`src/rtl/pipe_stage_buf.sv`:
```
// pipe_stage_buf: inter-stage pipeline register with valid/ready handshake,
// synchronous flush, optional two-entry skid buffer and a saturating stall
// counter. Bubbles always present all-zero control so a stalled or flushed
// stage never asserts write enables downstream.
module pipe_stage_buf #(
    parameter int CTRL_W = 12,
    parameter int DATA_W = 128,
    parameter int SKID   = 1,
    parameter int CNT_W  = 16
) (
    input  logic              Clk,
    input  logic              Rst,
    input  logic              Flush,
    input  logic              In_Valid,
    output logic              In_Ready,
    input  logic [CTRL_W-1:0] In_Ctrl,
    input  logic [DATA_W-1:0] In_Data,
    output logic              Out_Valid,
    input  logic              Out_Ready,
    output logic [CTRL_W-1:0] Out_Ctrl,
    output logic [DATA_W-1:0] Out_Data,
    output logic [1:0]        Occupancy,
    output logic [CNT_W-1:0]  Stall_Cnt
);

    typedef struct packed {
        logic [CTRL_W-1:0] ctrl;
        logic [DATA_W-1:0] data;
    } entry_t;

    typedef enum logic [1:0] {
        EMPTY = 2'd0,
        ONE   = 2'd1,
        TWO   = 2'd2
    } state_t;

    state_t           state_q, state_d;
    entry_t           main_q, main_d;
    entry_t           skid_q, skid_d;
    entry_t           in_entry;
    logic             in_ready_q, in_ready_d;
    logic [1:0]       occ_q, occ_d;
    logic [CNT_W-1:0] stall_cnt_q, stall_cnt_d;
    logic             out_valid;
    logic             in_ready;
    logic             accept;
    logic             drain;

    assign in_entry  = {In_Ctrl, In_Data};
    assign out_valid = (state_q != EMPTY);

    // With the skid buffer, In_Ready comes straight from a flop so there is
    // no combinational path from Out_Ready; without it, the single entry can
    // be replaced in the same cycle it drains.
    assign in_ready = (SKID != 0) ? in_ready_q : (!out_valid || Out_Ready);
    assign accept   = In_Valid && in_ready;
    assign drain    = out_valid && Out_Ready;

    assign In_Ready  = in_ready;
    assign Out_Valid = out_valid;
    assign Out_Ctrl  = out_valid ? main_q.ctrl : '0;
    assign Out_Data  = main_q.data;
    assign Occupancy = occ_q;
    assign Stall_Cnt = stall_cnt_q;

    // Next-state and storage update; Flush discards everything held and the
    // offer of the same cycle but leaves the main register contents intact.
    always_comb begin
        state_d = state_q;
        main_d  = main_q;
        skid_d  = skid_q;
        if (Flush) begin
            state_d = EMPTY;
        end else begin
            case (state_q)
                EMPTY: begin
                    if (accept) begin
                        state_d = ONE;
                        main_d  = in_entry;
                    end
                end
                ONE: begin
                    if (accept && drain) begin
                        main_d = in_entry;
                    end else if (accept && (SKID != 0)) begin
                        // Entry arrived while downstream stalled: park it.
                        state_d = TWO;
                        skid_d  = in_entry;
                    end else if (drain) begin
                        state_d = EMPTY;
                    end
                end
                TWO: begin
                    if (drain) begin
                        state_d = ONE;
                        main_d  = skid_q;
                    end
                end
                default: state_d = EMPTY;
            endcase
        end
    end

    // Registered status derived from the next state.
    always_comb begin
        in_ready_d = (state_d != TWO);
        case (state_d)
            ONE:     occ_d = 2'd1;
            TWO:     occ_d = 2'd2;
            default: occ_d = 2'd0;
        endcase
    end

    // Saturating count of cycles where an entry is held back by downstream.
    always_comb begin
        stall_cnt_d = stall_cnt_q;
        if (out_valid && !Out_Ready && (stall_cnt_q != {CNT_W{1'b1}}))
            stall_cnt_d = stall_cnt_q + CNT_W'(1);
    end

    // State and storage flops; reset clears everything including the counter.
    always_ff @(posedge Clk) begin
        if (Rst) begin
            state_q     <= EMPTY;
            main_q      <= '0;
            skid_q      <= '0;
            in_ready_q  <= 1'b1;
            occ_q       <= 2'd0;
            stall_cnt_q <= '0;
        end else begin
            state_q     <= state_d;
            main_q      <= main_d;
            skid_q      <= skid_d;
            in_ready_q  <= in_ready_d;
            occ_q       <= occ_d;
            stall_cnt_q <= stall_cnt_d;
        end
    end

endmodule

```
`config.mk`:
```
export PLATFORM = sky130hd
export DESIGN_NAME = pipe_stage_buf
export DESIGN_NICKNAME = d
export VERILOG_FILES = /design/src/rtl/pipe_stage_buf.sv
export SDC_FILE = /design/constraint.sdc
export NUM_CORES = 1
export LEC_CHECK = 0
export BUFFER_PORTS_ARGS = -buffer_cell sky130_fd_sc_hd__clkbuf_2
export CAP_MARGIN = 20
export CORE_MARGIN = 10
export CORE_UTILIZATION = 49
export CTS_CLUSTER_DIAMETER = 80
export CTS_CLUSTER_SIZE = 12
export DETAILED_ROUTE_END_ITERATION = 10
export GPL_ROUTABILITY_DRIVEN = 0
export PLACE_DENSITY_LB_ADDON = 0.15
export SLEW_MARGIN = 10
export SYNTH_ARGS = -nofsm -noshare
export SYNTH_HDL_FRONTEND = slang
export SYNTH_SLANG_ARGS = --single-unit
```
`constraint.sdc`:
```
create_clock -name Clk -period 1.9 [get_ports Clk]
set_clock_uncertainty 0.1 [all_clocks]
set_input_delay 0.38 -clock Clk [delete_from_list [all_inputs] [get_ports Clk]]
set_output_delay 0.38 -clock Clk [all_outputs]
set_load 0.1 [all_outputs]
```
== After elaboration in Yosys (flattened, before gate mapping) ==
Index checks and enable logic that the tools add are counted.
Word-level totals
  register bits after elaboration: 301
Cells by class
  equal/unequal tests: 9
  muxes and demuxes: 13
  reduce and logical (&&, ||, !) cells: 11
  add/subtract/negate cells: 1
  bitwise operators: 2
Operators with widths (count)
  two-way mux 140 bit: 3
  case mux 140 bit (3 select lines): 1
  adder 16 x 1 -> 16 bit (second input constant): 1
  != test 16 bit (second input constant): 1
  two-way mux 12 bit: 1
  two-way mux 2 bit: 6
  != test 2 bit (second input constant): 4
  case mux 2 bit (3 select lines): 1
  logical AND 1 bit: 5
  AND reduction 5 bit: 1
  == test 2 x 1 -> 1 bit (second input constant): 2
  == test 2 bit (second input constant): 2
  case mux 2 bit (2 select lines): 1
  AND reduction 4 bit: 1
  nonzero test 3 bit: 1
  logical NOT 2 bit: 1
  inverter 1 bit: 2
  nonzero test 2 bit: 1
  logical NOT 1 bit: 1

== Depth between registers and ports, before layout ==
  word-level depth: 9
  depth in mapped cells: 7

== Least setup slack after synthesis ==
No wires, ideal clock.
  kind: reg2reg
  from: register stall_cnt_q[0], in the netlist Stall_Cnt[0]
  to: register stall_cnt_q[1], in the netlist Stall_Cnt[1]
  path slack: -0.796 ns
  buffers on the path: 2
  cell stages (with the launch flop): 8
  arrival time: 2.525 ns
  period minus slack after synthesis: 2.696 ns
  setup time: 0.071 ns
  cell sequence: dfxtp_1 > ha_1 > nand3_1 > nor4_1 > clkbuf_2 > clkbuf_1 > o21ai_0 > a21oi_1
On the way
  longest elaborated chain between the ends: 2
  elaborated cells on any way between the ends: 3
  those cells by class: 1 x add/sub; 1 x eq/ne; 1 x reduce/logical
Ends and longest elaborated chain
  start, declared: RTL line 43  | logic [CNT_W-1:0] stall_cnt_q, stall_cnt_d;
  start signal, assigned: RTL line 136  | stall_cnt_q <= stall_cnt_d;
  parallel branches: the longest is 2 deep, another holds adder 16 x 1 -> 16 bit
Several ways; the timed one is not identified.
A chain may end at the register's enable or synchronous reset.

== Worst setup path in the final report ==
  from: register state_q[1]
  to: register main_q (netlist bit Out_Data[74])
On the way
  longest elaborated chain between the ends: 5
  elaborated cells on any way between the ends: 12
  those cells by class: 5 x eq/ne; 1 x mux; 6 x reduce/logical
Ends and longest elaborated chain
  start, declared: RTL line 37  | state_t state_q, state_d;
  start signal, assigned: RTL line 131  | state_q <= state_d;
  nonzero test 2 bit: RTL line 50  | assign out_valid = (state_q != EMPTY);
  logical AND 1 bit: RTL line 57  | assign drain = out_valid && Out_Ready;
  logical AND 1 bit: RTL line 83  | if (accept && drain) begin
  != test 2 bit (no source line)
  AND reduction 5 bit (no source line)
  end signal, assigned: RTL line 132  | main_q <= main_d;
  end, declared: RTL line 38  | entry_t main_q, main_d;
Several ways; a longest one is shown, not always the timed one.

==> reports/qor.yml <==
critical_path:
  path_class: "register to register"
  start_kind: "register"
  required_ns: 2.20
  critPathMaxFanout: 10
  worstPathArrival_ns: 2.38
  worst_setup_path_end_kind: "register"
clock_tree:
  htree_levels: 1
  clk_pin_slew_ns: 0.07
  cts_tree: "done"
  clock_sinks: 301
  cts_root_buffer: "clkbuf_16"
  numCtsBuffers: 29
  clk_latency_ns: 0.55
  cts.path.max_buffers: 3
sta:
  relSlewSlack: 0.296
  finalSetupViolCount: 126
  hold_viol: 0
  min_period_ns: 2.08
  tns_ns: -9.08
  fin_ws_ns: -0.180
  final.period_utilization: 1.09
  worstMarginPinSlew_ns: 1.06
  drv_slew: 0
  fmax_mhz: 481
  rsz0062_at_grt: "true"
pwr:
  p_seq_frac: 0.425
  power.share.switching: 0.341
  ir_drop_v: 0.000562
  pwr-share-comb: 0.254
  p_leak_uw: 0.00752
  clkPwrFrac: 0.321
  cellPowerDensity_nw_per_um2: 802
  p_int_uw: 10400
  switching_power_uw: 5410
route:
  drcViolationCount: 0
  drt_wl_total_mm: 46.2
  firstDrtPassIters: 5
  ant_nets: 0
  vias_per_cell: 5.53
  wire_per_inst_um: 19.4
  via_count: 13200
  drt_iter0_drc: 830
floorplanning:
  die_area_sq_um: 35000
  initial_utilization: 0.494
  core_area_sq_um: 27600
  die_x_um: 187
  core.rowCount: 61
  ios: 305
  dieHeight_um: 187
placement:
  dpl_cell_area_sq_um: 15400
  post-dp-hpwl_mm: 25.3
  portBuffers: 304
synthesis:
  synth.area.top_cells: "dfxtp_1 (44%), a221oi_1 (9.0%), nand2_1 (7.8%)"
  yosysSeqAreaShare: 0.441
  ys_ff_latch: 301
  syn_avg_cell_area_sq_um: 8.23
  synth.distinct_cells: 39
  ys.flop_type: "dfxtp_1"
  yosysTopAreaCellShare: 0.441
  ys.warnings.count: 0
  async_reset_ff_frac: 0
  synth_top_area_cell: "dfxtp_1"
  synth_fp_nets: 1806
  yosysMostFrequentCell: "dfxtp_1"
  synth_edf_count: 0
  syn_area_sq_um: 13700
  synth_cells: 1660
  synth_common_cells: "dfxtp_1 (301), nand2_1 (285), a21oi_1 (155)"
run_status:
  failed_checks: "setup timing"
  outcome: "finished, violations left"
grt:
  grt_pass1_wl_mm: 63.7
  grt_start_max_net_pins: 143
  grt.overflow.total: 0
  antenna_found_initial: 4
  first_global_vias: 12100
  grtUsageTotal: 0.214
final_layout:
  num-nets-final: 2137
  syn_to_final_growth_pct: 44.6
  drive_gt1_frac: 0.349
  design_area_sq_um: 19800
run:
  cap_violations: 0
min_path:
  hp-class: "input port to register"
-- worst paths after layout --
kind                      from           end  slack, ns  cells past startpoint
setup / recovery    state_q[1]  Out_Data[74]      -0.18                      9
hold / removal    In_Data[113]   skid_q[113]       0.01                      3
setup reg to reg    state_q[1]  Out_Data[74]      -0.18                      9
hold reg to reg    skid_q[116]   skid_q[116]       0.35                      2
-- flip-flops by register name, indices dropped and copies added (netlist names) --
| signal | cells |
|---|---|
| In_Ready | 1 |
| Occupancy | 2 |
| Out_Data | 128 |
| Stall_Cnt | 16 |
| main_q | 12 |
| skid_q | 140 |
| state_q | 2 |
-- worst max-delay path, stage by stage, from the launching register on --
cell       delay, ns
dfxtp_2         0.37
buf_6           0.12
buf_4           0.14
nor2b_4         0.23
buf_6           0.18
clkbuf_16       0.19
clkbuf_16       0.16
nor2b_1         0.04
a211oi_1        0.27
a221oi_1        0.14
-- cells in the final DEF (no fill, tap or decap), types with 10 or more instances in the layout --
cell type	instances
a211oi_1	54
a211oi_2	86
a21oi_1	151
a221oi_1	59
a221oi_2	81
buf_12	43
buf_2	29
buf_4	46
buf_6	14
clkbuf_16	54
clkbuf_2	251
dfxtp_1	282
dfxtp_4	17
dlygate4sd3_1	139
inv_1	144
nand2_1	284
nor2_4	13
nor2b_1	132
o31ai_1	10
-- kinds of logic (layout without fill, tap and decap cells) --
group / after synthesis / count (layout) / share of synthesized area
and+or+nand+nor: 483 / 484 / 0.168
muxes: 1 / 1 / 0.000824
AOI/OAI and AO/OA: 455 / 457 / 0.234
other: 0 / 4 / 0
adders and majority gates: 1 / 1 / 0.000916
DFF: 301 / 301 / 0.441
buffers and inverters: 418 / 750 / 0.155
xor gates and xnor gates: 1 / 1 / 0.000641
-- power by group through the flow --
| stage | sequential (uW) | combinational, uW | clock, uW |
|---|---|---|---|
| 5_1_grt | 6760 | 4190 | 5410 |
| 2_1_floorplan | 6830 | 2830 | 0 |
| 4_1_cts | 6730 | 3560 | 5160 |
| 3_3_place_gp | 6860 | 3260 | 0 |
| 3_5_place_dp | 6870 | 3280 | 0 |
| 6_report | 6740 | 4020 | 5090 |
-- layer usage --
layer,wire length [um],share of wire,vias to the layer above,global-route usage
met5,0,0,-,0
met4,1490,0.032,0,0.0726
met3,2810,0.061,97,0.0423
met2,22500,0.49,467,0.354
met1,19400,0.42,6320,0.274
li1,-,-,6270,-
-- cell type report --
| type | count | area [sq um] |
|---|---|---|
| timing repair buffer | 570 | 5120 |
| inverter | 145 | 547 |
| tap | 378 | 473 |
| clock inverter | 1 | 11.3 |
| fill | 2062 | 7880 |
| clock buffer | 34 | 744 |
| multi-input combinational | 944 | 6750 |
| sequential | 301 | 6090 |
| antenna | 4 | 10.0 |
-- timing repair --
action | CTS | global route
buffers inserted | 5 | 13
gates cloned | 1 | 41
hold endpoints to repair | 139 | 0
gates resized for setup | 35 | 250
setup endpoints to repair | 26 | 299
hold buffers | 139 | 0
pin swaps | 1 | 79
-- metrics by stage --
stage | total power, uW | util | setup WS, ns | hold slack [ns] | std cells
3_3_place_gp | 10100 | 0.556 | -0.0796 | 0.342 | 2141
6_report | 15800 | 0.715 | -0.180 | 0.0102 | 2377
4_1_cts | 15400 | 0.641 | -0.211 | 0.00630 | 2321
3_5_place_dp | 10100 | 0.556 | -0.0899 | 0.347 | 2141
5_1_grt | 16400 | 0.715 | -0.203 | 0.0229 | 2377
2_1_floorplan | 9660 | - | -0.337 | 0.335 | 1660
Note: power is estimated with default switching activity, not from simulation.
